[config.mk]
export PLATFORM = sky130hd
export DESIGN_NAME = cnn_layer_sequencer
export DESIGN_NICKNAME = d
export VERILOG_FILES = /design/src/rtl/cnn_layer_sequencer.sv
export SDC_FILE = /design/constraint.sdc
export NUM_CORES = 1
export LEC_CHECK = 0
export CAP_MARGIN = 30
export CORE_ASPECT_RATIO = 1.4
export CORE_UTILIZATION = 45
export CTS_CLUSTER_DIAMETER = 200
export DETAILED_ROUTE_END_ITERATION = 8
export GPL_TIMING_DRIVEN = 1
export PLACE_DENSITY = 0.76
export SETUP_SLACK_MARGIN = 0.3
export SYNTH_ARGS = -nofsm -noshare
export SYNTH_HDL_FRONTEND = slang
export SYNTH_SLANG_ARGS = --single-unit
[constraint.sdc]
create_clock -name clk -period 2.9 [get_ports clk]
set_input_delay 0.435 -clock clk [delete_from_list [all_inputs] [get_ports clk]]
set_output_delay 0.435 -clock clk [all_outputs]
set_load 0.005 [all_outputs]
[src/rtl/cnn_layer_sequencer.sv]
// cnn_layer_sequencer: steps one shared conv engine through NUM_LAYERS per window.
// Ports: window in (valid/ready, win_we), engine ctl (start/layer/src/done, buf_we), pixel out, status.
module cnn_layer_sequencer #(
  parameter int NUM_LAYERS     = 5,
  parameter int LAYER_W        = 3,
  parameter int TIMEOUT_CYCLES = 1024,
  parameter int CNT_W          = 16
) (
  input  logic               clk,
  input  logic               reset,
  input  logic               in_valid,
  output logic               in_ready,
  output logic               eng_start,
  output logic [LAYER_W-1:0] eng_layer,
  output logic               eng_src_sel,
  input  logic               eng_done,
  output logic               buf_we,
  output logic               win_we,
  output logic               out_valid,
  input  logic               out_ready,
  input  logic               clr_err,
  output logic               busy,
  output logic               err_timeout,
  output logic [CNT_W-1:0]   pixel_count
);

  localparam int TW = $clog2(TIMEOUT_CYCLES + 1);
  localparam logic [LAYER_W-1:0] LAST  = LAYER_W'(NUM_LAYERS - 1);
  localparam logic [TW-1:0]      T_END = TW'(TIMEOUT_CYCLES - 1);

  typedef enum logic [1:0] {
    IDLE,
    START,
    WAIT,
    OUTPUT
  } state_t;

  state_t             state;
  logic [LAYER_W-1:0] layer;
  logic [TW-1:0]      timer;
  logic               armed;
  logic               accept;
  logic               timeout;

  // armed keeps in_ready low until the first edge after reset release
  assign in_ready    = armed & (state == IDLE);
  assign accept      = in_valid & in_ready;
  assign win_we      = accept;
  assign eng_start   = (state == START);
  assign eng_layer   = layer;
  assign eng_src_sel = (layer != '0);
  assign buf_we      = (state == WAIT) & eng_done & (layer != LAST);
  assign out_valid   = (state == OUTPUT);
  assign busy        = (state != IDLE);
  // a done in the terminal cycle wins over the timeout
  assign timeout     = (state == WAIT) & ~eng_done & (timer == T_END);

  always_ff @(posedge clk or negedge reset) begin
    if (!reset) begin
      state       <= IDLE;
      layer       <= '0;
      timer       <= '0;
      armed       <= 1'b0;
      err_timeout <= 1'b0;
      pixel_count <= '0;
    end else begin
      armed <= 1'b1;
      if (timeout)
        err_timeout <= 1'b1;
      else if (clr_err)
        err_timeout <= 1'b0;
      unique case (state)
        IDLE: begin
          if (accept) begin
            layer <= '0;
            state <= START;
          end
        end
        START: begin
          timer <= '0;
          state <= WAIT;
        end
        WAIT: begin
          timer <= timer + TW'(1);
          if (eng_done) begin
            if (layer == LAST) begin
              state <= OUTPUT;
            end else begin
              layer <= layer + LAYER_W'(1);
              state <= START;
            end
          end else if (timeout) begin
            layer <= '0;
            state <= IDLE;
          end
        end
        OUTPUT: begin
          if (out_ready) begin
            pixel_count <= pixel_count + CNT_W'(1);
            layer       <= '0;
            state       <= IDLE;
          end
        end
        default: state <= IDLE;
      endcase
    end
  end

endmodule

Yosys cells after proc, flatten, opt, wreduce, memory -nomap -nowiden
Cells that the tools add are included.
{"block": "totals", "input_bits": 6, "ff_bits": 34, "out_inout_bits": 27}
{"block": "classes", "n_addsub": 3, "n_bitwise": 7, "eq_ne": 10, "n_reduce_logical": 9, "muxes": 15}
{"op": "one-hot mux 11 bit (2 select lines)", "n": 1}
{"op": "adder 16 x 1 -> 16 bit (second input constant)", "n": 1}
{"op": "2-to-1 mux 3 bit", "n": 5}
{"op": "adder 11 x 1 -> 11 bit (second input constant)", "n": 1}
{"op": "equality test 11 x 10 -> 1 bit (second input constant)", "n": 1}
{"op": "2-to-1 mux 2 bit", "n": 5}
{"op": "!= test 3 bit (second input constant)", "n": 3}
{"op": "one-hot mux 3 bit (3 select lines)", "n": 1}
{"op": "one-hot mux 2 bit (4 select lines)", "n": 1}
{"op": "bitwise AND 1 bit", "n": 6}
{"op": "nonzero test 2 bit", "n": 3}
{"op": "nonzero test 3 bit", "n": 2}
{"op": "AND reduction 5 bit", "n": 1}
{"op": "equality test 2 bit (second input constant)", "n": 2}
{"op": "adder 3 x 1 -> 3 bit (second input constant)", "n": 1}
{"op": "equality test 3 bit (second input constant)", "n": 1}
{"op": "AND reduction 3 bit", "n": 1}
{"op": "equality test 2 x 1 -> 1 bit (second input constant)", "n": 1}
{"op": "zero test 2 bit", "n": 1}
{"op": "2-to-1 mux 1 bit", "n": 2}
{"op": "!= test 2 x 1 -> 1 bit (second input constant)", "n": 1}
{"op": "!= test 2 bit (second input constant)", "n": 1}
{"op": "AND reduction 2 bit", "n": 1}
{"op": "inverter 1 bit", "n": 1}

Depth between registers and ports, before layout
Gate-level depths: netlist of the first run.
{"block": "depth", "ltp_word": 6, "mapped_depth": 7, "mapped_depth_nobuf": 6}

Least setup slack after synthesis of the first run
OpenSTA, ideal clock, no wires.
{"block": "synth_path", "path_type": "register -> register", "from": "register state[0]", "to": "register layer[2] (netlist: eng_layer[2])", "setup_time_ps": 132, "t_required_ps": 2768, "path_stages_with_launch": 7, "setup_slack_ps": 1330, "arrival_ps": 1438, "period_less_slack_ps": 1570, "cell_sequence": "dfrtp_1 -> inv_1 -> ha_1 -> a21boi_0 -> nor2_2 -> a41oi_1 -> a31oi_1"}
{"block": "synth_via", "elab_chain_cells": 5, "word_cells_on_any_way": 14}
{"element": "start: declaration", "line": "38", "text": "state_t state;"}
{"element": "start signal: assignment", "line": "60", "text": "state <= IDLE;"}
{"element": "start signal: assignment", "line": "76", "text": "state <= START;"}
{"element": "start signal: assignment", "line": "81", "text": "state <= WAIT;"}
{"element": "equality test 2 bit / zero test 2 bit (equally long branches)", "line": "56, 72, 46"}
{"element": "bitwise AND 1 bit (on tied branches)", "line": "56, 46"}
{"element": "bitwise AND 1 bit (on tied branches)", "line": "56, 47"}
{"element": "!= test 3 bit (no line) / != test 2 bit (equally long branches)"}
{"element": "AND reduction 5 bit (no line)"}
{"element": "end signal: assignment", "line": "89", "text": "layer <= layer + LAYER_W'(1);"}
{"element": "end: declaration", "line": "39", "text": "logic [LAYER_W-1:0] layer;"}
Parallel ways exist; a longest one is shown, timed or not.
A chain may end at the register's enable or synchronous reset.

Final worst setup path of the first run
{"block": "layout_path", "from": "register state[0]", "to": "output port buf_we"}
{"block": "layout_via", "elab_chain_cells": 3}
{"element": "equality test 2 bit", "line": "52", "text": "assign buf_we = (state == WAIT) & eng_done & (layer != LAST);"}
{"element": "bitwise AND 1 bit (2 in series)", "line": "52"}
{"element": "end: declaration", "line": "17", "text": "output logic buf_we,"}
No other way between the ends.

==> impl_metrics.yaml, run 1 <==
run_status:
  status: "completed"
route:
  ant_nets: 0
  via_per_inst: 5.51
  dr.pass1.iters: 4
  wirelength_um: 3580
  drt_iter0_markers: 19
  vias: 1366
  route.detailed.drc: 0
  wl_per_cell_um: 14.4
synth:
  synth_edf_count: 0
  synth_area_per_cell_sq_um: 10.4
  synth_seq_cells: 34
  syn_inst: 167
  ys_seq_area_share_pct: 48.9
  yosys_warnings: 0
  synth_mux_area_share_pct: 1.22
  synth_ff_type: "dfrtp_1"
  synth_top_area_cell: "dfrtp_1"
  synth_fp_nets: 181
  synth_top_family_by_area: "simple AND/OR/NAND/NOR gates"
  syn_area_sq_um: 1740
  synth-xor-area-share_pct: 10.1
  synth-adder-area-share_pct: 5.76
  yosysUniqueCellTypes: 38
  async_flop_share_pct: 100
  yosys.area_share.simple_pct: 20.4
  synth_area_leaders: "dfrtp_1 49%, xnor2_1 6.5%, ha_1 5.8%"
  synth_compound_area_share_pct: 10.3
  synth_top_area_share_pct: 48.9
clock_network:
  cts_tree: "yes"
  numCtsBuffers: 5
  insertion_delay_ns: 0.29
  clockBufferDepth: 2
  clock_sinks: 34
  clockRootBuffer: "clkbuf_8"
  htreeDepth: 2
  postCtsSetupBuffers: 0
  clkTransAtPathRegs_ns: 0.07
layout:
  n_antenna_cell: 0
  drive_above_1_share_pct: 8.25
  nNetsFinal: 219
  area.growth.synth_to_final_pct: 27.0
floorplanning:
  core_region_area_sq_um: 3680
  die-area_sq_um: 4120
  ios: 33
  die_y_um: 75.6
  fp.dieW_um: 54.5
  rows: 26
  initial_core_util_pct: 47.3
critical_path:
  worstPathMaxFanout: 8
  cp_slowest_cell: "clkdlybuf4s50_1"
  critical_path.cell_chain: "inv_1, ha_2, nand2_1, a21oi_2, clkdlybuf4s50_1"
  criticalPathCategory: "flop to output port"
  critPathLaunchType: "flop"
  worstPathRequired_ns: 2.47
  cp_slowest_stage_delay_ns: 0.54
  critPathCaptureType: "output port"
  crit_arrival_ns: 2.01
global_routing:
  grt_pass1_wl_um: 5800
  grt_max_degree: 35
  grt_pass1_vias: 1324
  track_usage_pct: 20.0
  grt-ovfl-total: 0
  antenna_found_initial: 0
power:
  ir_worst_vdd_uv: 551
  p_leak_nw: 0.950
  power_density_nw_per_um2: 680
timing:
  rsz0062_at_grt: "false"
  setup_tns_ns: 0
  drv_slew: 0
  worst_slew_pin_slew_ns: 0.514
  finalCritPeriodShare_pct: 84.3
  skew_ns: 0.00552
  setup_viol: 0
  hold_viol_final: 0
  post-route-min-period_ns: 2.44
  slew_headroom_pct: 65.4
  fmax_mhz: 409
  worst_slack_ns: 0.456
flow_run:
  maxCapViolations: 0
placement:
  hpwl_um: 2630
  place_ws_ns: 0.552
  place_congestion: 0.786
  port_buffers: 32
hold_path:
  hp-class: "flop to flop"
==> power by group <==
group	switching [W]	leakage [nW]	internal, W
clock network	0.000168	0.0482	0.000191
logic	0.000297	0.439	0.000255
registers	0.0000607	0.462	0.000529
total	0.000526	0.950	0.000975
==> state kept, by name, indices dropped and copies added, names as in the netlist <==
| register | count |
|---|---|
| pixel_count | 16 |
| timer | 11 |
| eng_layer | 3 |
| state | 2 |
| err_timeout | 1 |
| armed | 1 |
==> cell type report <==
type | instances | area [sq um]
clock buffers | 7 | 86.3
clock inverters | 1 | 5.00
fillers | 312 | 1470
inverters | 12 | 45.0
multi-input cells | 119 | 841
flip-flops and latches | 34 | 851
well taps | 42 | 52.6
repair buffers | 33 | 328
==> kinds of logic after synthesis <==
group,Yosys count
simple gates,64
compound gates,24
mux,2
other cells,1
buf+inv,14
xor+xnor,20
flops,34
fa+ha+maj,8
==> critical path, delay by kind of cell, from the launching register on <==
family	cells	cell delay, ns
adders and majority gates	1	0.28
buffers and inverters	2	0.67
DFF	1	0.42
AOI/OAI and AO/OA	1	0.20
and+or+nand+nor	1	0.16
==> repair_timing <==
item | 4_1_cts | 5_1_grt
hold endpoints to repair | 0 | 0
resized for setup | 1 | 1
setup endpoints to repair | 1 | 1
hold buffers | 0 | 0
==> synthesized netlist by cell type, types with 2 or more instances <==
cell type,count
nand2b_1,3
nand2_1,14
dfrtp_1,34
a21oi_1,4
and3_1,2
o21ai_0,5
nand4_1,9
o211ai_1,3
xor2_1,7
a31oi_1,2
nand3_1,10
or3_1,2
and4_1,3
inv_1,12
ha_1,8
a41oi_1,2
nor2_1,12
xnor2_1,13
a32o_1,2
a22o_1,2
==> final timing paths <==
check                                      from              end  slack [ns]  depth (start not counted)
worst max-delay path                   state[0]           buf_we        0.46                          5
worst min-delay path            pixel_count[15]  pixel_count[15]        0.47                          1
worst max register to register         state[0]        timer[10]        0.97                          6
worst min register to register  pixel_count[15]  pixel_count[15]        0.47                          1
max in group asynchronous                 reset         timer[9]        2.04                          2
min in group asynchronous                 reset  pixel_count[12]        0.55                          2
==> layer usage <==
layer  track usage, %  wire length, um  vias to the layer above
li1                 -                -                      664
met2             33.6             1830                       34
met3             5.19              164                        8
met4             12.0               92                        0
met1             22.2             1500                      660
met5                0                0                        -
==> stage by stage <==
| step | hold slack, ns | area [sq um] | utilization [%] | cells | power, W |
|---|---|---|---|---|---|
| after floorplan | 0.139 | 1740 | - | 167 | 0.000914 |
| after global placement | 0.460 | 2110 | 57.4 | 240 | 0.00112 |
| after detailed placement | 0.469 | 2110 | 57.4 | 240 | 0.00114 |
| after CTS | 0.480 | 2200 | 60.0 | 248 | 0.00152 |
| after global routing | 0.493 | 2210 | 60.1 | 248 | 0.00161 |
| final | 0.474 | 2210 | 60.1 | 248 | 0.00150 |
==> placed cells by master (no fill, tap or decap), drive strengths merged, types with 2 or more instances in the layout <==
cell type       n
nand3          10
nor3            2
nand2b          3
dfrtp          34
a22o            2
a32o            2
nand2          14
clkbuf          7
o21ai           5
a21oi           4
or3             2
nor2           13
a41oi           2
o211ai          3
and4            4
and3            3
ha              8
xnor2          13
a31oi           2
nand4           9
xor2            7
clkdlybuf4s50  32
inv            12
Note: power is estimated with default switching activity, not from simulation.
==> run 2, diff against run 1 <==
--- a/config.mk
+++ b/config.mk
@@ -11,7 +11,7 @@
 export CTS_CLUSTER_DIAMETER = 200
 export DETAILED_ROUTE_END_ITERATION = 8
 export GPL_TIMING_DRIVEN = 1
-export PLACE_DENSITY = 0.76
+export PLACE_DENSITY = 0.78
 export SETUP_SLACK_MARGIN = 0.3
 export SYNTH_ARGS = -nofsm -noshare
 export SYNTH_HDL_FRONTEND = slang
==> constraint.sdc (replaced) <==
create_clock -name clk -period 2.2 [get_ports clk]
set_input_delay 0.33 -clock clk [delete_from_list [all_inputs] [get_ports clk]]
set_output_delay 0.33 -clock clk [all_outputs]
set_load 0.005 [all_outputs]
==> impl_metrics.yaml, run 2 (same netlist as run 1, synthesis figures left out) <==
critical_path:
  r2r_slack_ns: 0.49
  reg2reg_to: "pixel_count[13]"
  critPathLaunchType: "flop"
  critPathCaptureType: "output port"
  worstPathMaxFanout: 4
  criticalPathCategory: "flop to output port"
  r2r-start: "state[0]"
  cp_slowest_stage_delay_ns: 0.50
  critical_path.cell_chain: "inv_1, ha_4, nand2b_1, clkdlybuf4s50_1"
  cp_slowest_cell: "clkdlybuf4s50_1"
  reg2reg_depth: 6
  crit_arrival_ns: 1.51
  worstPathRequired_ns: 1.87
global_routing:
  antenna_found_initial: 0
  grt_pass1_vias: 1284
  track_usage_pct: 19.6
  grt_max_degree: 35
  grt_pass1_wl_um: 5680
  grt-ovfl-total: 0
route:
  drt_iter0_markers: 25
  dr.pass1.iters: 4
  ant_nets: 0
  wirelength_um: 3520
  vias: 1388
  via_per_inst: 5.49
  route.detailed.drc: 0
  wl_per_cell_um: 13.9
power:
  ir_worst_vdd_uv: 760
  switchingPower_w: 0.000710
  p_int_w: 0.00145
  power_frac_seq_pct: 35.4
  power_density_nw_per_um2: 938
  pwr-share-clk_pct: 25.4
  combPwrFrac_pct: 39.1
  sw_frac_of_total_pct: 32.8
  p_leak_nw: 1.03
clock_network:
  insertion_delay_ns: 0.28
  clkTransAtPathRegs_ns: 0.07
  clockRootBuffer: "clkbuf_8"
  cts_tree: "yes"
  clock_sinks: 34
  htreeDepth: 2
  numCtsBuffers: 5
  clockBufferDepth: 2
timing:
  post-route-min-period_ns: 1.84
  hold_viol_final: 0
  skew_ns: 0.00896
  setup_viol: 0
  finalCritPeriodShare_pct: 83.9
  fmax_mhz: 542
  drv_slew: 0
  rsz0062_at_grt: "false"
  setup_tns_ns: 0
  worst_slack_ns: 0.355
floorplanning:
  initial_core_util_pct: 47.3
  die_y_um: 75.6
  die-area_sq_um: 4120
  core_region_area_sq_um: 3680
  ios: 33
  fp.dieW_um: 54.5
  rows: 26
layout:
  largest_reg_flops: 16
  final_cell_mix: "34 x dfrtp_1, 28 x clkdlybuf4s50_1, 14 x nand2_1"
  final_common_cell: "dfrtp_1"
  fin_cells: 253
  fill_cells: 311
  top_register: "pixel_count"
  regArea_sq_um: 851
  n_antenna_cell: 0
  drive_above_1_share_pct: 12.8
  multiInputGateArea_sq_um: 878
  nNetsFinal: 224
  area.growth.synth_to_final_pct: 32.5
flow_run:
  maxCapViolations: 0
placement:
  hpwl_um: 2410
  place_ws_ns: 0.221
  dp_cells: 242
  port_buffers: 32
  place_congestion: 0.744
run_status:
  status: "completed"
hold_path:
  hp-class: "primary input to async pin"
[run 2: cell count changes in the layout (fill, tap and decap cells not counted), sizes merged]
cell	previous run	this run
buf	1	6
bufinv	0	1
clkdlybuf4s50	32	28
clkinv	1	0
dlygate4sd2	0	1
dlymetal6s2s	0	3
[run 2: through the flow]
step	area [sq um]	total power, W	hold slack, ns	utilization [%]
2_1_floorplan	1740	0.00120	0.0344	-
3_3_place_gp	2130	0.00150	0.458	57.8
3_5_place_dp	2130	0.00152	0.468	57.8
4_1_cts	2270	0.00216	0.472	61.9
5_1_grt	2300	0.00230	0.488	62.7
6_report	2300	0.00216	0.460	62.7
[run 2: layer usage]
layer  part of all wire [%]  vias up  global-route usage, %
li1                       -      678                      -
met3                    4.4        4                   5.19
met4                    1.3        0                   9.40
met5                      0        -                      0
met2                     53       35                   33.9
met1                     42      671                   21.8
[run 2: cell type report]
class                      instances  area share, %
inverter                          12           1.95
clock inverter                     1           1.30
multi-input combinational        119           38.1
timing repair buffer              38           16.1
sequential                        34           36.9
tap                               42           2.28
clock buffer                       7           3.31
[run 2: timing repair]
item                                   in CTS  in global routing
setup endpoints to repair                   7                  5
pin swaps                                   1                  0
endpoints found under the hold margin       0                  0
hold buffers                                0                  0
setup buffers                               3                  0
resized for setup                           8                  7
[run 2: worst max path at each step]
stage                     slack, ns  cells past startpoint          from      endpoint
final                          0.36                      4  eng_layer[1]   eng_src_sel
after global routing           0.31                      4  eng_layer[1]   eng_src_sel
after CTS                      0.31                      3      state[0]     out_valid
after detailed placement       0.22                      4      eng_done        buf_we
after global placement         0.22                      4      eng_done        buf_we
after floorplan                0.63                      6      state[0]  eng_layer[2]
[run 2: critical path, delay by kind of cell (launching register included)]
kind | cells | cell delay (ns)
adder cells (fa/ha/maj) | 1 | 0.18
buffers and inverters | 2 | 0.59
flip-flops | 1 | 0.40
AND/OR/NAND/NOR | 1 | 0.07
[run 2: power groups by stage]
stage | Clock [W] | Combinational, W | Sequential [W]
after floorplan | 0 | 0.000429 | 0.000776
after global placement | 0 | 0.000715 | 0.000786
after detailed placement | 0 | 0.000729 | 0.000788
after CTS | 0.000570 | 0.000829 | 0.000765
after global routing | 0.000591 | 0.000936 | 0.000776
final | 0.000550 | 0.000847 | 0.000766
